**config.mk**
```make
export PLATFORM = sky130hd
export DESIGN_NAME = write_back_stage
export DESIGN_NICKNAME = d
export VERILOG_FILES = /design/src/rtl/wb_pkg.sv /design/src/rtl/write_back_stage_load_extend.sv /design/src/rtl/write_back_stage.sv
export SDC_FILE = /design/constraint.sdc
export NUM_CORES = 1
export LEC_CHECK = 0
export BUFFER_PORTS_ARGS = -buffer_cell sky130_fd_sc_hd__buf_4
export CAP_MARGIN = 20
export CORE_ASPECT_RATIO = 1.1
export CORE_UTILIZATION = 39
export CTS_BUF_LIST = sky130_fd_sc_hd__clkbuf_8
export CTS_CLUSTER_DIAMETER = 80
export CTS_CLUSTER_SIZE = 10
export DETAILED_ROUTE_END_ITERATION = 10
export PLACE_DENSITY = 0.84
export SLEW_MARGIN = 20
export SYNTH_ARGS = -nofsm -noshare
export SYNTH_HDL_FRONTEND = slang
export SYNTH_SLANG_ARGS = --single-unit
```
**constraint.sdc**
```tcl
create_clock -name clk -period 1.3 [get_ports clk]
set_input_delay 0.195 -clock clk [delete_from_list [all_inputs] [get_ports clk]]
set_output_delay 0.195 -clock clk [all_outputs]
set_load 0.01 [all_outputs]
```
**src/rtl/wb_pkg.sv**
```systemverilog
// Shared constants and types for the write-back stage: result-source select
// encodings and load-size encodings.
package wb_pkg;

  typedef enum logic [1:0] {
    WB_SEL_ALU  = 2'd0,
    WB_SEL_DM   = 2'd1,
    WB_SEL_LINK = 2'd2,
    WB_SEL_IMM  = 2'd3
  } wb_sel_e;

  localparam logic [1:0] LD_BYTE = 2'd0;
  localparam logic [1:0] LD_HALF = 2'd1;
  localparam logic [1:0] LD_FULL = 2'd2;
  localparam logic [1:0] LD_RSVD = 2'd3;

endpackage

```
**src/rtl/write_back_stage_load_extend.sv**
```systemverilog
// Combinational sub-word load lane select with sign/zero extension, plus the
// raw alignment check for the requested load size.
module load_extend
  import wb_pkg::*;
#(
  parameter int DATA_W = 32,
  parameter int OFF_W  = $clog2(DATA_W/8)
) (
  input  logic [DATA_W-1:0] dm_data,
  input  logic [OFF_W-1:0]  byte_off,
  input  logic [1:0]        ld_size,
  input  logic              ld_unsigned,
  output logic [DATA_W-1:0] ext_data,
  output logic              mis
);

  localparam int N_BYTES  = DATA_W / 8;
  localparam int N_HALVES = DATA_W / 16;

  logic [7:0]  byte_lane [N_BYTES];
  logic [15:0] half_lane [N_HALVES];
  logic [7:0]  sel_byte;
  logic [15:0] sel_half;

  genvar gi;
  generate
    for (gi = 0; gi < N_BYTES; gi++) begin : g_byte
      assign byte_lane[gi] = dm_data[8*gi +: 8];
    end
    for (gi = 0; gi < N_HALVES; gi++) begin : g_half
      assign half_lane[gi] = dm_data[16*gi +: 16];
    end
  endgenerate

  // Half lanes are indexed by the offset with its low bit dropped.
  assign sel_byte = byte_lane[byte_off];
  assign sel_half = half_lane[byte_off[OFF_W-1:1]];

  always_comb begin
    ext_data = dm_data;
    mis      = 1'b0;
    case (ld_size)
      LD_BYTE: begin
        ext_data = {{(DATA_W-8){~ld_unsigned & sel_byte[7]}}, sel_byte};
      end
      LD_HALF: begin
        ext_data = {{(DATA_W-16){~ld_unsigned & sel_half[15]}}, sel_half};
        mis      = byte_off[0];
      end
      LD_FULL, LD_RSVD: begin
        ext_data = dm_data;
        mis      = |byte_off;
      end
    endcase
  end

endmodule

```
**src/rtl/write_back_stage.sv**
```systemverilog
// MEM/WB pipeline register: source select, load extension, x0/misalign write
// suppression, stall/flush. Optional retire counter under WB_RETIRE_CNT_EN.
module write_back_stage
  import wb_pkg::*;
#(
  parameter int DATA_W     = 32,
  parameter int REG_ADDR_W = 5,
  parameter int OFF_W      = $clog2(DATA_W/8),
  parameter int CNT_W      = 32
) (
  input  logic                  clk,
  input  logic                  reset,
  input  logic                  in_valid,
  input  logic                  stall,
  input  logic                  flush,
  input  logic [1:0]            wb_sel,
  input  logic [1:0]            ld_size,
  input  logic                  ld_unsigned,
  input  logic [OFF_W-1:0]      byte_off,
  input  logic                  reg_write,
  input  logic [REG_ADDR_W-1:0] dest_reg,
  input  logic [DATA_W-1:0]     alu_data_out,
  input  logic [DATA_W-1:0]     dm_data_out,
  input  logic [DATA_W-1:0]     link_addr,
  input  logic [DATA_W-1:0]     imm_data,
  output logic [DATA_W-1:0]     wb_data,
  output logic [REG_ADDR_W-1:0] wb_reg,
  output logic                  wb_we,
  output logic                  wb_valid,
  output logic                  misalign_err,
  output logic [CNT_W-1:0]      retire_count
);

  logic [DATA_W-1:0]     ext_data;
  logic                  ext_mis;
  logic [DATA_W-1:0]     data_next;
  logic                  mis_next;
  logic                  we_next;

  logic [DATA_W-1:0]     data_reg;
  logic [REG_ADDR_W-1:0] reg_reg;
  logic                  we_reg;
  logic                  valid_reg;
  logic                  mis_reg;

  load_extend #(
    .DATA_W (DATA_W),
    .OFF_W  (OFF_W)
  ) u_load_extend (
    .dm_data     (dm_data_out),
    .byte_off    (byte_off),
    .ld_size     (ld_size),
    .ld_unsigned (ld_unsigned),
    .ext_data    (ext_data),
    .mis         (ext_mis)
  );

  always_comb begin
    data_next = alu_data_out;
    mis_next  = 1'b0;
    case (wb_sel_e'(wb_sel))
      WB_SEL_ALU:  data_next = alu_data_out;
      WB_SEL_DM: begin
        data_next = ext_data;
        mis_next  = in_valid & ext_mis;
      end
      WB_SEL_LINK: data_next = link_addr;
      WB_SEL_IMM:  data_next = imm_data;
      default:     data_next = alu_data_out;
    endcase
    // A misaligned load still retires but must never reach the register file.
    we_next = in_valid & reg_write & (dest_reg != '0) & ~mis_next;
  end

  always_ff @(posedge clk) begin
    if (reset) begin
      data_reg  <= '0;
      reg_reg   <= '0;
      we_reg    <= 1'b0;
      valid_reg <= 1'b0;
      mis_reg   <= 1'b0;
    end else if (flush) begin
      we_reg    <= 1'b0;
      valid_reg <= 1'b0;
      mis_reg   <= 1'b0;
    end else if (!stall) begin
      data_reg  <= data_next;
      reg_reg   <= dest_reg;
      we_reg    <= we_next;
      valid_reg <= in_valid;
      mis_reg   <= mis_next;
    end
  end

  assign wb_data      = data_reg;
  assign wb_reg       = reg_reg;
  assign wb_we        = we_reg;
  assign wb_valid     = valid_reg;
  assign misalign_err = mis_reg;

`ifdef WB_RETIRE_CNT_EN
  logic [CNT_W-1:0] cnt_reg;

  always_ff @(posedge clk) begin
    if (reset) begin
      cnt_reg <= '0;
    end else if (!flush && !stall && in_valid) begin
      cnt_reg <= cnt_reg + 1'b1;
    end
  end

  assign retire_count = cnt_reg;
`else
  assign retire_count = '0;
`endif

endmodule

```
==> results of run 1 <==
==> stage by stage <==
| stage | total power (W) | hold slack, ps |
|---|---|---|
| finish | 0.00380 | 144 |
| detailed placement | 0.00269 | 449 |
| floorplan | 0.00205 | 271 |
| CTS | 0.00380 | 142 |
| global placement | 0.00267 | 444 |
| global route | 0.00396 | 143 |
==> cell usage in the layout, fill, tap and decap left out, types with 3 or more instances in the layout <==
master / count
a211oi_1: 29
a21boi_0: 6
a21oi_1: 21
a221o_1: 8
a2bb2oi_1: 5
buf_12: 5
buf_4: 221
clkbuf_8: 6
conb_1: 32
dfxtp_1: 40
inv_1: 11
mux2i_1: 26
nand2_1: 27
nand2b_1: 5
nor2_1: 42
nor3_1: 3
o2111ai_1: 10
o211ai_1: 4
o21ai_0: 23
o221ai_2: 5
o22ai_1: 33
o22ai_2: 5
or2_1: 4
or3_1: 4
==> kinds of logic after synthesis <==
group	Yosys count	share of synthesized area, %
AO/OA/AOI/OAI	159	35.2
AND/OR/NAND/NOR	105	16.1
buffers and inverters	79	14.8
flip-flops	40	25.6
multiplexers	26	8.31
other	1	0.120
==> Yosys cell counts (all sizes together) <==
| master | count | area [um2] |
|---|---|---|
| nand3b | 2 | 15.0 |
| o221ai | 5 | 43.8 |
| or3 | 4 | 25.0 |
| a31oi | 1 | 6.26 |
| a22oi | 1 | 21.3 |
| nor2b | 3 | 21.3 |
| nand2 | 27 | 101 |
| and2 | 1 | 6.26 |
| nand2b | 5 | 31.3 |
| or2 | 8 | 52.6 |
| o2111ai | 10 | 87.6 |
| nor2 | 44 | 168 |
| nand3 | 1 | 5.00 |
| o21ai | 26 | 134 |
| nand4 | 1 | 12.5 |
| a21oi | 21 | 105 |
| o211ai | 4 | 30.0 |
| a2bb2oi | 5 | 43.8 |
| nand4b | 1 | 8.76 |
| mux2i | 26 | 260 |
| o21a | 1 | 7.51 |
| nor3b | 3 | 27.5 |
| dfxtp | 40 | 801 |
| or4 | 1 | 7.51 |
| a211oi | 29 | 218 |
| a221o | 8 | 80.1 |
| o311ai | 1 | 8.76 |
| a21o | 2 | 15.0 |
| nor3 | 3 | 15.0 |
| o22ai | 38 | 238 |
| conb | 1 | 3.75 |
| a21boi | 7 | 63.8 |
| inv | 11 | 41.3 |
| buf | 51 | 358 |
| nor4 | 1 | 6.26 |
| clkbuf | 17 | 63.8 |
==> metal layers <==
metal | GRT usage, % | part of all wire [%] | up-vias
li1 | - | - | 1849
met1 | 31.9 | 39 | 1801
met2 | 50.8 | 49 | 202
met3 | 5.49 | 8.2 | 31
met4 | 13.5 | 3.4 | 0
met5 | 0 | 0 | -
==> how the worst max path moves through the flow <==
stage | from | slack (ps) | to | cells after the start
final | stall | 140 | wb_data[27]$_SDFFE_PP0P_ | 5
after global routing | stall | 90 | wb_data[27]$_SDFFE_PP0P_ | 5
after detailed placement | stall | -130 | wb_data[27]$_SDFFE_PP0P_ | 5
after floorplan | wb_sel[1] | -50 | wb_data[16]$_SDFFE_PP0P_ | 7
after CTS | stall | 170 | wb_data[27]$_SDFFE_PP0P_ | 5
after global placement | stall | -100 | wb_data[19]$_SDFFE_PP0P_ | 5
==> critical path, cell delays in order <==
cell and delay [ps]:
buf_4 110, or2_1 330, nor2_4 130, nand4_2 300, o22ai_1 290
==> final cells by class <==
cell class | count | area, um2 | area share, %
clock buffer | 6 | 82.6 | 1.68
clock inverter | 2 | 38.8 | 0.789
inverter | 11 | 41.3 | 0.840
multi-input combinational | 322 | 2060 | 41.9
sequential | 40 | 801 | 16.3
tap | 105 | 131 | 2.67
timing repair buffer | 226 | 1760 | 35.8
==> power by group through the flow <==
stage          logic, W  registers [W]  clock network [W]
4_1_cts         0.00131        0.00136            0.00113
5_1_grt         0.00143        0.00137            0.00117
3_5_place_dp    0.00131        0.00138                  0
2_1_floorplan  0.000633        0.00142                  0
3_3_place_gp    0.00129        0.00138                  0
6_report        0.00132        0.00136            0.00112
==> out/qor.csv, run 1 <==
metric;value;unit
synthCells;410;
rows;33;
boundaryPins;218;
cts_resized;0;
rrSetupSlack;530;ps
combPwrFrac;34.7;%
p_leak;2.30;nW
critPathLaunchType;primary input;
finalSetupViolCount;0;
hold_depth;3;
ys_ff_latch;40;
fin_ws;142;ps
largest_reg_flops;32;
rsz0062_at_grt;no;
worstReg2RegEnd;wb_data[2]$_SDFFE_PP0P_;
drt_pass1_iterations;5;
clockBufferDepth;2;
wl_per_cell;16.7;um
gp_congestion;0.890;
cap_violations;0;
synthToLayoutAreaGrowth;56.9;%
status;finished, final reports clean;
hold_violations;0;
numClockSinks;40;
stdcell_area;4910;um2
die_y;96.0;um
start_util;41.2;%
crit_arrival;1370;ps
cts_hold_buf;0;
final_core_util;64.7;%
place_area;4790;um2
worstPathMaxFanout;11;
grt.total_usage;28.2;%
antennaDiodeCount;0;
finalNetCount;752;
drt_iter0_drc;141;
io_buffers;185;
finalCriticalPeriod;1160;ps
synth_area;3130;um2
viasPerCell;5.45;
fillers;719;
cts_root_buffer;clkbuf_8;
dp_cells;704;
die_w;87.5;um
drive_above_1_share;41.8;%
overflow;0;
cts_tree;built;
setup.worst_path.class;primary input to flip-flop;
routed_wl;11900;um
clock_insertion_delay_worst_skew;300;ps
max_freq;864;MHz
hold_class;primary input to flip-flop;
ir_worst_vdd;500;uV
core;7600;um2
pre_cts_ws;-133;ps
switching_share;30.4;%
dpl.hpwl;9530;um
drcViolationCount;0;
cp.required;1520;ps
cp-end-kind;flip-flop;
synthDistinctLibCells;48;
fin_crit_sh;89.1;%
clkTransAtPathRegs;80;ps
maxSlewViolCount;0;
min_from;dest_reg[4];
synth_seq_area_share;25.6;%
yosysWarnings;0;
whs_endpoint;wb_reg[4]$_SDFFE_PP0P_;
htree_levels;2;
switchingPower;0.00116;W
rr_worst_depth;2;
cts_setup_buffers;0;
internal_power;0.00264;W
final_cell_count_no_fill;712;
clock_skew;0;ps
clkPwrFrac;29.5;%
setup_tns;0;ps
power_frac_seq;35.8;%
grt_start_max_net_pins;39;
grt_pass1_vias;3869;
avgSynthCellArea;7.64;um2
drtAntennaViolNets;0;
grt_pass1_wl;18300;um
vias;3883;
r2r_start;wb_data[2]$_SDFFE_PP0P_;
dieArea;8400;um2
antenna_found_initial;0;
cts-buffers-inserted;5;
pwr_density_cell;772;nW/um2
Power figures use the tool's default switching activity.
==> run 2, diff against run 1 <==
- SYNTH_HIERARCHICAL: unset -> 1
==> out/qor.csv, run 2 <==
metric;value;unit;change
status;finished with violations;;
violations;setup timing;;
routed_wl;11100;um;-6.7%
overflow;0;;unchanged
rr_worst_depth;1;;-1
finalSetupViolCount;32;;+32
drt_pass1_iterations;4;;-1
dieArea;8400;um2;about the same
clock_insertion_delay_worst_skew;290;ps;about the same
vias;3540;;-8.8%
worstPathMaxFanout;8;;-3
rows;33;;unchanged
wl_per_cell;16.2;um;-3.3%
die_y;96.0;um;about the same
viasPerCell;5.15;;-5.5%
synth_most_common_cell;nand2_1;;
start_util;41.3;%;about the same
synthCells;379;;-7.6%
dpl.hpwl;8970;um;-5.8%
fin_ws;-257;ps;-399 ps
core;7600;um2;unchanged
mostFrequentLayoutCell;buf_4;;
critPathLaunchType;primary input;;
cts_tree;built;;
largest_reg_flops;32;;unchanged
grt.total_usage;25.4;%;-2.8 points
ys.flop_type;dfxtp_1;;
yosysWarnings;6;;+6
grt_pass1_wl;16600;um;-9.1%
cp-end-kind;flip-flop;;
pwr_density_cell;754;nW/um2;-2.4%
numClockSinks;40;;unchanged
grt_pass1_vias;3519;;-9.0%
drtAntennaViolNets;0;;unchanged
antenna_found_initial;0;;unchanged
cts-buffers-inserted;5;;unchanged
gp_congestion;0.874;;-1.8%
yosys.area.top_type;dfxtp_1;;
cap_violations;0;;unchanged
synth_area_leaders;dfxtp_1, a221o_1, mux2_2, mux2i_1, nand2_1;;
final_core_util;66.9;%;+2.2 points
setup.worst_path.class;primary input to flip-flop;;
synth_seq_area_share;25.5;%;about the same
cp.required;1490;ps;-30 ps
rsz0062_at_grt;yes;;
hold_depth;3;;unchanged
async_reset_ff_share;0;%;unchanged
multiInputGateArea;2160;um2;+5.0%
drive_above_1_share;50.3;%;+8.5 points
max_freq;642;MHz;-26%
fillers;644;;-10%
hold_class;primary input to flip-flop;;
yosysTopAreaCellShare;25.5;%;about the same
antennaDiodeCount;0;;unchanged
synth_edf_count;0;;unchanged
p_leak;2.59;nW;+13%
pre_cts_ws;-603;ps;-471 ps
clockBufferDepth;2;;unchanged
avgSynthCellArea;8.27;um2;+8.2%
die_w;87.5;um;about the same
grt_start_max_net_pins;30;;-23%
clkTransAtPathRegs;90;ps;about the same
drcViolationCount;0;;unchanged
finalNetCount;727;;-3.3%
crit_arrival;1740;ps;+370 ps
hold_violations;0;;unchanged
yosys-top-cells-count;nand2_1, dfxtp_1, a221o_1, nor2_1;;
cts_root_buffer;clkbuf_8;;
clock_skew;0;ps;unchanged
ys_ff_latch;40;;unchanged
maxSlewViolCount;0;;unchanged
synth_area;3130;um2;about the same
ir_worst_vdd;478;uV;-4.3%
final_cell_mix;buf_4, nand2_1, dfxtp_1;;
fin_crit_sh;120;%;+31 points
drt_iter0_drc;157;;+11%
synthToLayoutAreaGrowth;62.1;%;
synthDistinctLibCells;33;;-31%
finalCriticalPeriod;1560;ps;+399 ps
htree_levels;2;;unchanged
holdWs;152;ps;+8.15 ps
cts_hold_buf;0;;unchanged
io_buffers;185;;unchanged
seqCellArea;801;um2;unchanged
boundaryPins;218;;unchanged
-- run 2: cell count changes in the layout (fill, tap and decap cells not counted), moves of 12 or more --
| cell | previous run | this run |
|---|---|---|
| nand2_1 | 27 | 64 |
| o22ai_1 | 33 | 0 |
| a221o_1 | 8 | 39 |
| a211oi_1 | 29 | 1 |
| mux2_2 | 0 | 24 |
| o21ai_0 | 23 | 6 |
| a21oi_1 | 21 | 9 |
-- run 2: timing repair --
| item | 4_1_cts | 5_1_grt |
|---|---|---|
| resized for setup | 14 | 11 |
| setup endpoints to repair | 32 | 32 |
| cloned | 1 | 1 |
| buffers inserted | 2 | 0 |
| pin swaps | 2 | 3 |
-- run 2: layer usage --
layer	wire (um)	global-route usage [%]	share of wire (%)
met2	5830	47.5	52
met3	705	4.03	6.3
met5	0	0	0
met4	234	8.61	2.1
met1	4350	29.3	39
-- run 2: through the flow --
step,total power (W),setup TNS [ps],instances,cell area [um2]
after global placement,0.00264,-15320,675,4820
after global routing,0.00399,-6590,687,5080
after detailed placement,0.00267,-16400,675,4820
final,0.00383,-5150,687,5080
after CTS,0.00382,-4500,686,5020
after floorplan,0.00205,-9080,410,3320
-- run 2: final timing paths --
kind                                               start                       end  slack (ps)
worst max-delay path                         byte_off[1]  wb_data[12]$_SDFFE_PP0P_        -260
worst max register to register  wb_data[10]$_SDFFE_PP0P_  wb_data[10]$_SDFFE_PP0P_         550
worst min-delay path                         dest_reg[2]    wb_reg[2]$_SDFFE_PP0P_         150
worst min register to register        wb_we$_SDFFE_PP0N_        wb_we$_SDFFE_PP0N_         480
-- run 2: worst max-delay path: stages --
cell and delay [ps]:
buf_8 100, mux2_4 310, mux2i_4 190, nor4_4 80
a221o_1 270, mux2_4 270, a221o_1 310
-- run 2: cell type report --
| cell class | instances | share of cell area (%) |
|---|---|---|
| Clock buffer | 6 | 1.63 |
| Sequential cell | 40 | 15.8 |
| Tap cell | 105 | 2.59 |
| Timing Repair Buffer | 228 | 36.5 |
| Multi-Input combinational cell | 304 | 42.6 |
| Inverter | 2 | 0.148 |
| Clock inverter | 2 | 0.764 |
-- run 2: cell families after synthesis --
logic type             count (synthesis)  share of synthesized area, %
buffers and inverters                 66                          13.5
other                                  1                         0.120
AO/OA/AOI/OAI                         74                          19.3
multiplexers                          68                          23.1
AND/OR/NAND/NOR                      130                          18.4
flip-flops                            40                          25.5
-- run 2: power by group --
group / total (W) / leakage (nW) / switching, W / internal [W]
Clock: 0.00112 / 0.0614 / 0.000488 / 0.000629
Sequential: 0.00133 / 0.327 / 0.0000394 / 0.00129
Combinational: 0.00138 / 2.20 / 0.000579 / 0.000800
